`config.mk`:
```
export PLATFORM = sky130hd
export DESIGN_NAME = morphle_cfg_loader
export DESIGN_NICKNAME = d
export VERILOG_FILES = /design/src/rtl/morphle_cfg_loader.sv
export SDC_FILE = /design/constraint.sdc
export NUM_CORES = 1
export LEC_CHECK = 0
export BUFFER_PORTS_ARGS = -buffer_cell sky130_fd_sc_hd__buf_4
export CAP_MARGIN = 20
export CELL_PAD_IN_SITES_DETAIL_PLACEMENT = 0
export CELL_PAD_IN_SITES_GLOBAL_PLACEMENT = 1
export CORE_MARGIN = 2
export CORE_UTILIZATION = 30
export DETAILED_ROUTE_END_ITERATION = 7
export PLACE_DENSITY = 0.68
export SYNTH_ARGS = -nofsm -noshare
export SYNTH_HDL_FRONTEND = slang
export SYNTH_SLANG_ARGS = --single-unit
```
`constraint.sdc`:
```
create_clock -name clk -period 2.5 [get_ports clk]
set_clock_uncertainty 0.1 [all_clocks]
set_input_delay 0.625 -clock clk [delete_from_list [all_inputs] [get_ports clk]]
set_output_delay 0.625 -clock clk [all_outputs]
set_load 0.005 [all_outputs]
```
`src/rtl/morphle_cfg_loader.sv`:
```
// morphle_cfg_loader: shifts a host-supplied bitstream MSB-first into a Morphle yellow-cell config chain
// Ports: clk/reset (async, active-high); start begins a load from IDLE;
//        cfg_data/cfg_valid/cfg_ready host word handshake; array_reset, confclk, cbitin drive the chain;
//        cbitout returns from the last cell; busy/done report load status; rb_bit/rb_valid readback.
// Macro CFG_READBACK_EN enables sampling of cbitout on every rising confclk.
module morphle_cfg_loader #(
   parameter int CHAIN_LEN = 16,
   parameter int WORD_W    = 8,
   parameter int DIV       = 2,
   parameter int RST_CYC   = 4
) (
   input  logic              clk,
   input  logic              reset,
   input  logic              start,
   input  logic [WORD_W-1:0] cfg_data,
   input  logic              cfg_valid,
   output logic              cfg_ready,
   output logic              array_reset,
   output logic              confclk,
   output logic              cbitin,
   input  logic              cbitout,
   output logic              busy,
   output logic              done,
   output logic              rb_bit,
   output logic              rb_valid
);
   localparam int TOTAL = 3 * CHAIN_LEN;
   localparam int MC0   = DIV > RST_CYC ? DIV : RST_CYC;
   localparam int MC    = MC0 > 2 ? MC0 : 2;
   localparam int CW    = $clog2(MC + 1);
   localparam int BW    = $clog2(TOTAL + 1);
   localparam int WW    = $clog2(WORD_W + 1);
   typedef enum logic [2:0] {IDLE, RHOLD, FETCH, LOW, HIGH, SETTLE, FIN} state_t;
   state_t            state_q, state_d;
   logic [CW-1:0]     cyc_q, cyc_d;
   logic [BW-1:0]     bit_q, bit_d;
   logic [WW-1:0]     wbit_q, wbit_d;
   logic [WORD_W-1:0] word_q, word_d;
   logic              array_reset_q, confclk_q, cbitin_q, cfg_ready_q, busy_q, done_q;
   always_comb begin
      state_d = state_q;
      cyc_d   = cyc_q;
      bit_d   = bit_q;
      wbit_d  = wbit_q;
      word_d  = word_q;
      case (state_q)
         IDLE: if (start) begin
            state_d = RHOLD;
            cyc_d   = '0;
            bit_d   = '0;
         end
         RHOLD: if (cyc_q == CW'(RST_CYC - 1)) begin
            state_d = FETCH;
            cyc_d   = '0;
         end else cyc_d = cyc_q + 1'b1;
         FETCH: if (cfg_valid && cfg_ready_q) begin
            state_d = LOW;
            word_d  = cfg_data;
            wbit_d  = '0;
         end
         LOW: if (cyc_q == CW'(DIV - 1)) begin
            state_d = HIGH;
            cyc_d   = '0;
         end else cyc_d = cyc_q + 1'b1;
         HIGH: if (cyc_q == CW'(DIV - 1)) begin
            cyc_d   = '0;
            bit_d   = bit_q + 1'b1;
            wbit_d  = wbit_q + 1'b1;
            word_d  = word_q << 1;
            // the bit total wins over the word boundary, so unused low bits of a partial last word are dropped
            state_d = (bit_q == BW'(TOTAL - 1)) ? SETTLE : (wbit_q == WW'(WORD_W - 1)) ? FETCH : LOW;
         end else cyc_d = cyc_q + 1'b1;
         SETTLE: if (cyc_q == CW'(1)) begin
            state_d = FIN;
            cyc_d   = '0;
         end else cyc_d = cyc_q + 1'b1;
         FIN:     state_d = IDLE;
         default: state_d = IDLE;
      endcase
   end
   // outputs are registered from the next state so each one lines up with the state it belongs to
   always_ff @(posedge clk or posedge reset) begin
      if (reset) begin
         state_q       <= IDLE;
         cyc_q         <= '0;
         bit_q         <= '0;
         wbit_q        <= '0;
         word_q        <= '0;
         array_reset_q <= 1'b1;
         confclk_q     <= 1'b0;
         cbitin_q      <= 1'b0;
         cfg_ready_q   <= 1'b0;
         busy_q        <= 1'b0;
         done_q        <= 1'b0;
      end else begin
         state_q       <= state_d;
         cyc_q         <= cyc_d;
         bit_q         <= bit_d;
         wbit_q        <= wbit_d;
         word_q        <= word_d;
         array_reset_q <= (state_d == FIN) ? 1'b0 : (state_d == RHOLD) ? 1'b1 : array_reset_q;
         confclk_q     <= state_d == HIGH;
         cbitin_q      <= (state_d == LOW) ? word_d[WORD_W-1] : (state_d == HIGH) ? cbitin_q : 1'b0;
         cfg_ready_q   <= state_d == FETCH;
         busy_q        <= !(state_d inside {IDLE, FIN});
         done_q        <= state_d == FIN;
      end
   end
   assign array_reset = array_reset_q;
   assign confclk     = confclk_q;
   assign cbitin      = cbitin_q;
   assign cfg_ready   = cfg_ready_q;
   assign busy        = busy_q;
   assign done        = done_q;
`ifdef CFG_READBACK_EN
   logic rb_bit_q, rb_valid_q, rise;
   // cbitout is taken just before the chain shifts, so it is still the old last-cell bit
   assign rise = (state_d == HIGH) && (state_q != HIGH);
   always_ff @(posedge clk or posedge reset) begin
      if (reset) begin
         rb_bit_q   <= 1'b0;
         rb_valid_q <= 1'b0;
      end else begin
         rb_bit_q   <= rise ? cbitout : rb_bit_q;
         rb_valid_q <= rise;
      end
   end
   assign rb_bit   = rb_bit_q;
   assign rb_valid = rb_valid_q;
`else
   logic unused_cbitout;
   assign unused_cbitout = cbitout;
   assign rb_bit         = 1'b0;
   assign rb_valid       = 1'b0;
`endif
endmodule

```
==> summary.md, run 1 <==
| Metric | Value |
|---|---|
| Critical path launch point | cyc_q[0] |
| Clock latency on the worst-skew pair | 280 ps |
| Status | complete, no violations |
| Clk sinks | 30 |
| HPWL after DPL | 2460 microns |
| Top FF cell, synth | dfrtp_1 |
| CP Data Required Time | 2570 ps |
| Nets | 197 |
| Slew HR | 0.644 |
| Port buffer count | 17 |
| Arrival time worst endpoint | 2300 ps |
| Reg2reg start | cyc_q[0] |
| Placed Area | 1770 sq um |
| Global-route wire length before repair | 5600 microns |
| Minimum clock period | 2230 ps |
| Critical path's slowest cell | dfrtp_1 |
| # setup viols final | 0 |
| Worst R2R End | cbitin |
| Total setup buffers inserted after CTS | 0 |
| CP Max Fanout | 5 |
| Number of global-route vias before repair | 1177 |
| Max Cap Viol | 0 |
| Share of layout cells above drive strength 1 | 0.198 |
| Worst path max stage delay | 430 ps |
| Via count | 1171 |
| EDFF count, synth | 0 |
| Fillers | 505 |
| Slew Limit Fails | 0 |
| Total congestion overflow | 0 |
| DRC viols | 0 |
| Die W | 76.9 microns |
| CP most frequent cell | ha_1 |
| Max clock buf depth | 2 |
| Starting Density | 0.312 |
| Area of the multi-input gates | 753 sq um |
| R2R cell count | 6 |
| Syn_area_per_cell | 10.1 sq um |
| Diode count | 0 |
| CP cell instances | ha_1 -> ha_1 -> mux2_2 -> a311o_1 -> and2_1 -> a32o_1 |
| CTS root buf | clkbuf_8 |
| Vias/cell | 4.74 |
| Worst VDD drop | 0.517 mV |
| Core area | 5110 sq um |
| Worst hold slack | 325 ps |
| CP Buf/Inv Count | 0 |
| GPL Wtd Cong | 0.752 |
| Register area share after synthesis | 0.472 |
| Die area | 5910 sq um |
| Yosys warns | 0 |
| Pwr per Cell Area | 1050 nW/um^2 |
| RSZ-0062 raised after global routing | false |
| Worst setup SP type | flip-flop |
| Mapped Cells | 158 |
| TritonCTS Buffers | 5 |
| Post-DRT Antenna Nets | 0 |
| Die Ht | 76.9 microns |
| Cts repair resizes | 0 |
| Final Hold Viols | 0 |
| Fin crit share | 0.892 |
| DRT Pass-1 Iters | 4 |
| CP endpoint | cbitin |
| Most common cell after layout, fill and taps aside | dfrtp_1 |
| Reg-to-reg slack, setup | 270 ps |
| Hold Crit Class | in2async |
| Post-route design area | 1890 sq um |
| Total GRT Usage | 0.120 |
| Routed wire length | 3260 microns |
| Hold Buf Count CTS | 0 |
| Iter 0 DRT Violations | 57 |
| IO Pins | 21 |
| F_max | 0.448 GHz |
| Worst setup EP type | flip-flop |
| Clk slew on worst S/H paths | 60 ps |
| CTS tree | done |
| Avg WL per Cell | 13.2 microns |
| Netlist Area Pre-Place | 1590 sq um |
| Area growth, synth to finish | 18.4% |
| Crit path depth | 6 |
| Reg area | 752 sq um |
| Sum of negative setup slack | 0 ps |
| Initial antenna violation count | 0 |
| Largest net degree at the start of global routing | 31 |
| Flops & latches, synth | 30 |
| Rows | 26 |
| Least-Margin Pin Slew | 530 ps |
| Worst Setup Path Type | reg2reg |
| CTS HTree Levels | 2 |
| Synth cell types | 43 |
| Lkg Pwr | 0.899 nW |
| Post-synthesis async set-or-reset flop share | 1.00 |
| Highest-count cells in the layout ignoring fill and taps | dfrtp_1 (29), nand2_1 (21), buf_4 (20), nor2_1 (16), inv_1 (8) |
| CP delay by family, top | compound AO/OA/AOI/OAI gates |
==> routing by layer <==
metal | part of all wire | up-vias | global-route usage
li1 | - | 575 | -
met1 | 0.44 | 574 | 0.136
met2 | 0.51 | 18 | 0.211
met3 | 0.041 | 4 | 0.0388
met4 | 0.0089 | 0 | 0.0436
met5 | 0 | - | 0
==> how the worst min path moves through the flow <==
stage | from | endpoint | slack (ps) | cells after the start
floorplan | word_q[7] | word_q[7] | 350 | 1
global placement | word_q[6] | word_q[6] | 360 | 2
detailed placement | word_q[4] | word_q[4] | 370 | 2
CTS | reset | word_q[7] | 330 | 3
global route | reset | word_q[5] | 350 | 3
finish | reset | word_q[7] | 320 | 3
==> kinds of logic (layout without fill, tap and decap cells) <==
| group | count (synthesis) | after routing | share of synthesized area |
|---|---|---|---|
| compound gates | 33 | 33 | 0.159 |
| xor+xnor | 6 | 6 | 0.0330 |
| fa+ha+maj | 7 | 7 | 0.0550 |
| buf+inv | 17 | 35 | 0.0573 |
| flops | 30 | 30 | 0.472 |
| mux | 3 | 3 | 0.0196 |
| other cells | 1 | 2 | 0.00235 |
| simple gates | 61 | 61 | 0.202 |
==> synthesized netlist by cell type, drive strengths merged, types with 2 or more instances <==
| cell | n | share of area |
|---|---|---|
| dfrtp | 29 | 0.46 |
| nand2 | 21 | 0.049 |
| nor2 | 16 | 0.038 |
| inv | 8 | 0.019 |
| ha | 7 | 0.055 |
| a22oi | 6 | 0.028 |
| buf | 6 | 0.031 |
| o21ai | 6 | 0.019 |
| xor2 | 6 | 0.033 |
| a21oi | 5 | 0.016 |
| nor2b | 5 | 0.020 |
| nand2b | 4 | 0.016 |
| nand4 | 4 | 0.016 |
| a22o | 3 | 0.016 |
| and2 | 3 | 0.013 |
| clkbuf | 3 | 0.0071 |
| a211oi | 2 | 0.0094 |
| a21o | 2 | 0.0094 |
| mux2i | 2 | 0.013 |
| nor3 | 2 | 0.016 |
==> state kept, by name, summed over array words and instances, names as in the netlist <==
register,count
state_q,3
busy,1
confclk,1
cyc_q,3
wbit_q,4
done,1
bit_q,6
array_reset,1
word_q,8
cbitin,1
cfg_ready,1
==> area by class of cell <==
type	instances	share of cell area
clock buffers	6	0.0438
inverters	8	0.0159
repair buffers	20	0.0796
multi-input cells	112	0.399
well taps	70	0.0464
clock inverters	1	0.0159
flip-flops and latches	30	0.399
==> metrics by stage <==
stage / setup slack [ps] / utilization / power, mW / instances
2_1_floorplan: 426 / - / 1.34 / 159
5_1_grt: 134 / 0.369 / 2.15 / 247
3_3_place_gp: 334 / 0.347 / 1.46 / 240
3_5_place_dp: 276 / 0.347 / 1.52 / 240
4_1_cts: 260 / 0.369 / 2.01 / 247
6_report: 270 / 0.369 / 1.99 / 247
==> worst reg2reg max path, cell delays in order (launching register included) <==
cell and delay [ps]:
dfrtp_1 430, ha_1 250, ha_1 220, mux2_2 270, a311o_1 410, and2_1 200, a32o_1 250
==> report_power, final <==
part	switching, mW	internal, mW	leakage, nW	total (mW)
sequential	0.161	0.650	0.392	0.812
clock	0.169	0.318	0.0573	0.487
combinational	0.368	0.322	0.450	0.690
total	0.698	1.29	0.899	1.99
No activity file was read; power rests on OpenSTA's default activity.
==> run 2, diff against run 1 <==
--- a/config.mk
+++ b/config.mk
@@ -11,6 +11,7 @@
 export CELL_PAD_IN_SITES_GLOBAL_PLACEMENT = 1
 export CORE_MARGIN = 2
 export CORE_UTILIZATION = 30
+export CTS_BUF_LIST = sky130_fd_sc_hd__clkbuf_4
 export DETAILED_ROUTE_END_ITERATION = 7
 export PLACE_DENSITY = 0.68
 export SYNTH_ARGS = -nofsm -noshare
==> run 2 against run 1 <==
  * Fmax is 0.30% lower
  * Sequential share of layout area is 0.89 points higher
  * Design area is 2.2% lower
  * Sequential power hardly changed
  * Core utilization is 0.81 points lower
  * Wire length is 0.15% lower
  * Via count is 0.85% higher
  * Worst hold slack worse by 57 ps
  * Critical path type unchanged
  * Highest routed layer unchanged
==> summary.md, run 2 (synthesis results as in run 1) <==
| Metric | Value |
|---|---|
| Status | complete, no violations |
| Max clock buf depth | 2 (unchanged) |
| Vias/cell | 4.78 (+0.85%) |
| Worst slack at placement | 276 ps (unchanged) |
| Avg WL per Cell | 13.2 microns (-0.15%) |
| Biggest regs | word_q x8, bit_q x6, wbit_q x4 |
| Share of layout cells above drive strength 1 | 0.192 (-0.00565) |
| Worst Setup Path Type | reg2reg |
| Starting Density | 0.312 (unchanged) |
| Cts repair resizes | 0 (unchanged) |
| Pwr per Cell Area | 1010 nW/um^2 (-4.4%) |
| IO Pins | 21 (unchanged) |
| Total setup buffers inserted after CTS | 0 (unchanged) |
| Slew Limit Fails | 0 (unchanged) |
| CP cell instances | ha_1 -> ha_1 -> mux2_2 -> a311o_1 -> and2_1 -> a32o_1 |
| Minimum clock period | 2240 ps (+6.73 ps) |
| Die area | 5910 sq um (unchanged) |
| Port buffer count | 17 (unchanged) |
| Initial antenna violation count | 0 (unchanged) |
| Die W | 76.9 microns (unchanged) |
| Slew HR | 0.644 (about the same) |
| Placed Area | 1770 sq um (unchanged) |
| Reg with most FFs | word_q |
| CTS HTree Levels | 2 (unchanged) |
| Reg-to-reg slack, setup | 260 ps (about the same) |
| Total GRT Usage | 0.120 (-0.000501) |
| CP most frequent cell | ha_1 |
| Final worst setup slack | 263 ps (-6.73 ps) |
| Worst setup EP type | flip-flop |
| Worst setup SP type | flip-flop |
| Iter 0 DRT Violations | 61 (+7.0%) |
| Highest-count cells in the layout ignoring fill and taps | dfrtp_1 (29), nand2_1 (21), buf_4 (20), nor2_1 (16), inv_1 (8) |
| Total congestion overflow | 0 (unchanged) |
| Flip-flop count of the largest register after layout | 8 (unchanged) |
| CTS tree | done |
| Critical path's slowest cell | dfrtp_1 |
| Area growth, synth to finish | 15.8% |
| Hold Crit Class | in2async |
| R2R cell count | 6 (unchanged) |
| Fin crit share | 0.895 (+0.00269) |
| Clock latency on the worst-skew pair | 320 ps (+40 ps) |
| Most common cell after layout, fill and taps aside | dfrtp_1 |
| GPL Wtd Cong | 0.752 (unchanged) |
| RSZ-0062 raised after global routing | false |
| Clk sinks | 30 (unchanged) |
| DRC viols | 0 (unchanged) |
| Worst R2R End | cbitin |
| Clk slew on worst S/H paths | 90 ps (+30 ps) |
| Final Hold Viols | 0 (unchanged) |
| F_max | 0.447 GHz (-0.30%) |
| Worst VDD drop | 0.462 mV (-11%) |
| Lkg Pwr | 0.881 nW (-2.1%) |
| # setup viols final | 0 (unchanged) |
| DRT Pass-1 Iters | 4 (unchanged) |
| Die Ht | 76.9 microns (unchanged) |
| Post-DRT Antenna Nets | 0 (unchanged) |
| Post-route design area | 1840 sq um (-2.2%) |
| TritonCTS Buffers | 5 (unchanged) |
| CP Data Required Time | 2620 ps (+50 ps) |
| Diode count | 0 (unchanged) |
| Arrival time worst endpoint | 2350 ps (+50 ps) |
| Fillers | 514 (+1.8%) |
| Worst path max stage delay | 440 ps (about the same) |
| Max Cap Viol | 0 (unchanged) |
| Via count | 1181 (+0.85%) |
| Reg2reg start | cyc_q[0] |
| Total power | 1.86 mW (-6.5%) |
| Routed wire length | 3260 microns (-0.15%) |
| Rows | 26 (unchanged) |
| Core area | 5110 sq um (unchanged) |
| CP Max Fanout | 5 (unchanged) |
| Largest net degree at the start of global routing | 31 (unchanged) |
| Number of global-route vias before repair | 1181 (+0.34%) |
| CTS root buf | clkbuf_4 |
| Hold Buf Count CTS | 0 (unchanged) |
| Least-Margin Pin Slew | 531 ps (+0.403 ps) |
| HPWL after DPL | 2460 microns (unchanged) |
| Global-route wire length before repair | 5600 microns (unchanged) |
| Sum of negative setup slack | 0 ps (unchanged) |
| Nets | 197 (unchanged) |
run 2: layout make-up:
cell class | instances | area, sq um | share of cell area
Tap cell | 70 | 87.6 | 0.0475
Inverter | 8 | 30.0 | 0.0163
Clock inverter | 2 | 33.8 | 0.0183
Clock buffer | 5 | 37.5 | 0.0204
Sequential cell | 30 | 752 | 0.408
Timing Repair Buffer | 20 | 150 | 0.0814
Multi-Input combinational cell | 112 | 753 | 0.408
run 2: critical path, delay by kind of cell, from the launching register on:
| kind | cells | cell delay [ps] |
|---|---|---|
| fa+ha+maj | 2 | 470 |
| compound gates | 2 | 670 |
| flops | 1 | 440 |
| mux | 1 | 270 |
| simple gates | 1 | 200 |
run 2: metrics by stage:
stage,utilization,instances,hold WS (ps)
floorplan,-,159,345
global route,0.361,247,280
detailed placement,0.347,240,368
finish,0.361,247,267
CTS,0.361,247,269
global placement,0.347,240,358
run 2: worst max path at each step:
stage	from	end	slack, ps	cells after the start
6_report	cyc_q[0]	cbitin	260	6
3_5_place_dp	cyc_q[0]	cbitin	280	6
5_1_grt	cyc_q[1]	bit_q[4]	120	8
4_1_cts	cyc_q[0]	cbitin	260	6
3_3_place_gp	cyc_q[0]	cbitin	330	6
2_1_floorplan	cyc_q[0]	cbitin	430	6
run 2: power by group:
part	total (mW)	switching, mW	internal, mW
Combinational	0.690	0.368	0.322
Sequential	0.810	0.161	0.649
Clock	0.358	0.156	0.202
Total	1.86	0.686	1.17
run 2: per-layer routing:
metal | global-route usage | vias up | part of all wire
met3 | 0.0388 | 5 | 0.047
met2 | 0.214 | 24 | 0.51
met1 | 0.134 | 574 | 0.43
li1 | - | 578 | -
met4 | 0.0382 | 0 | 0.014
met5 | 0 | - | 0
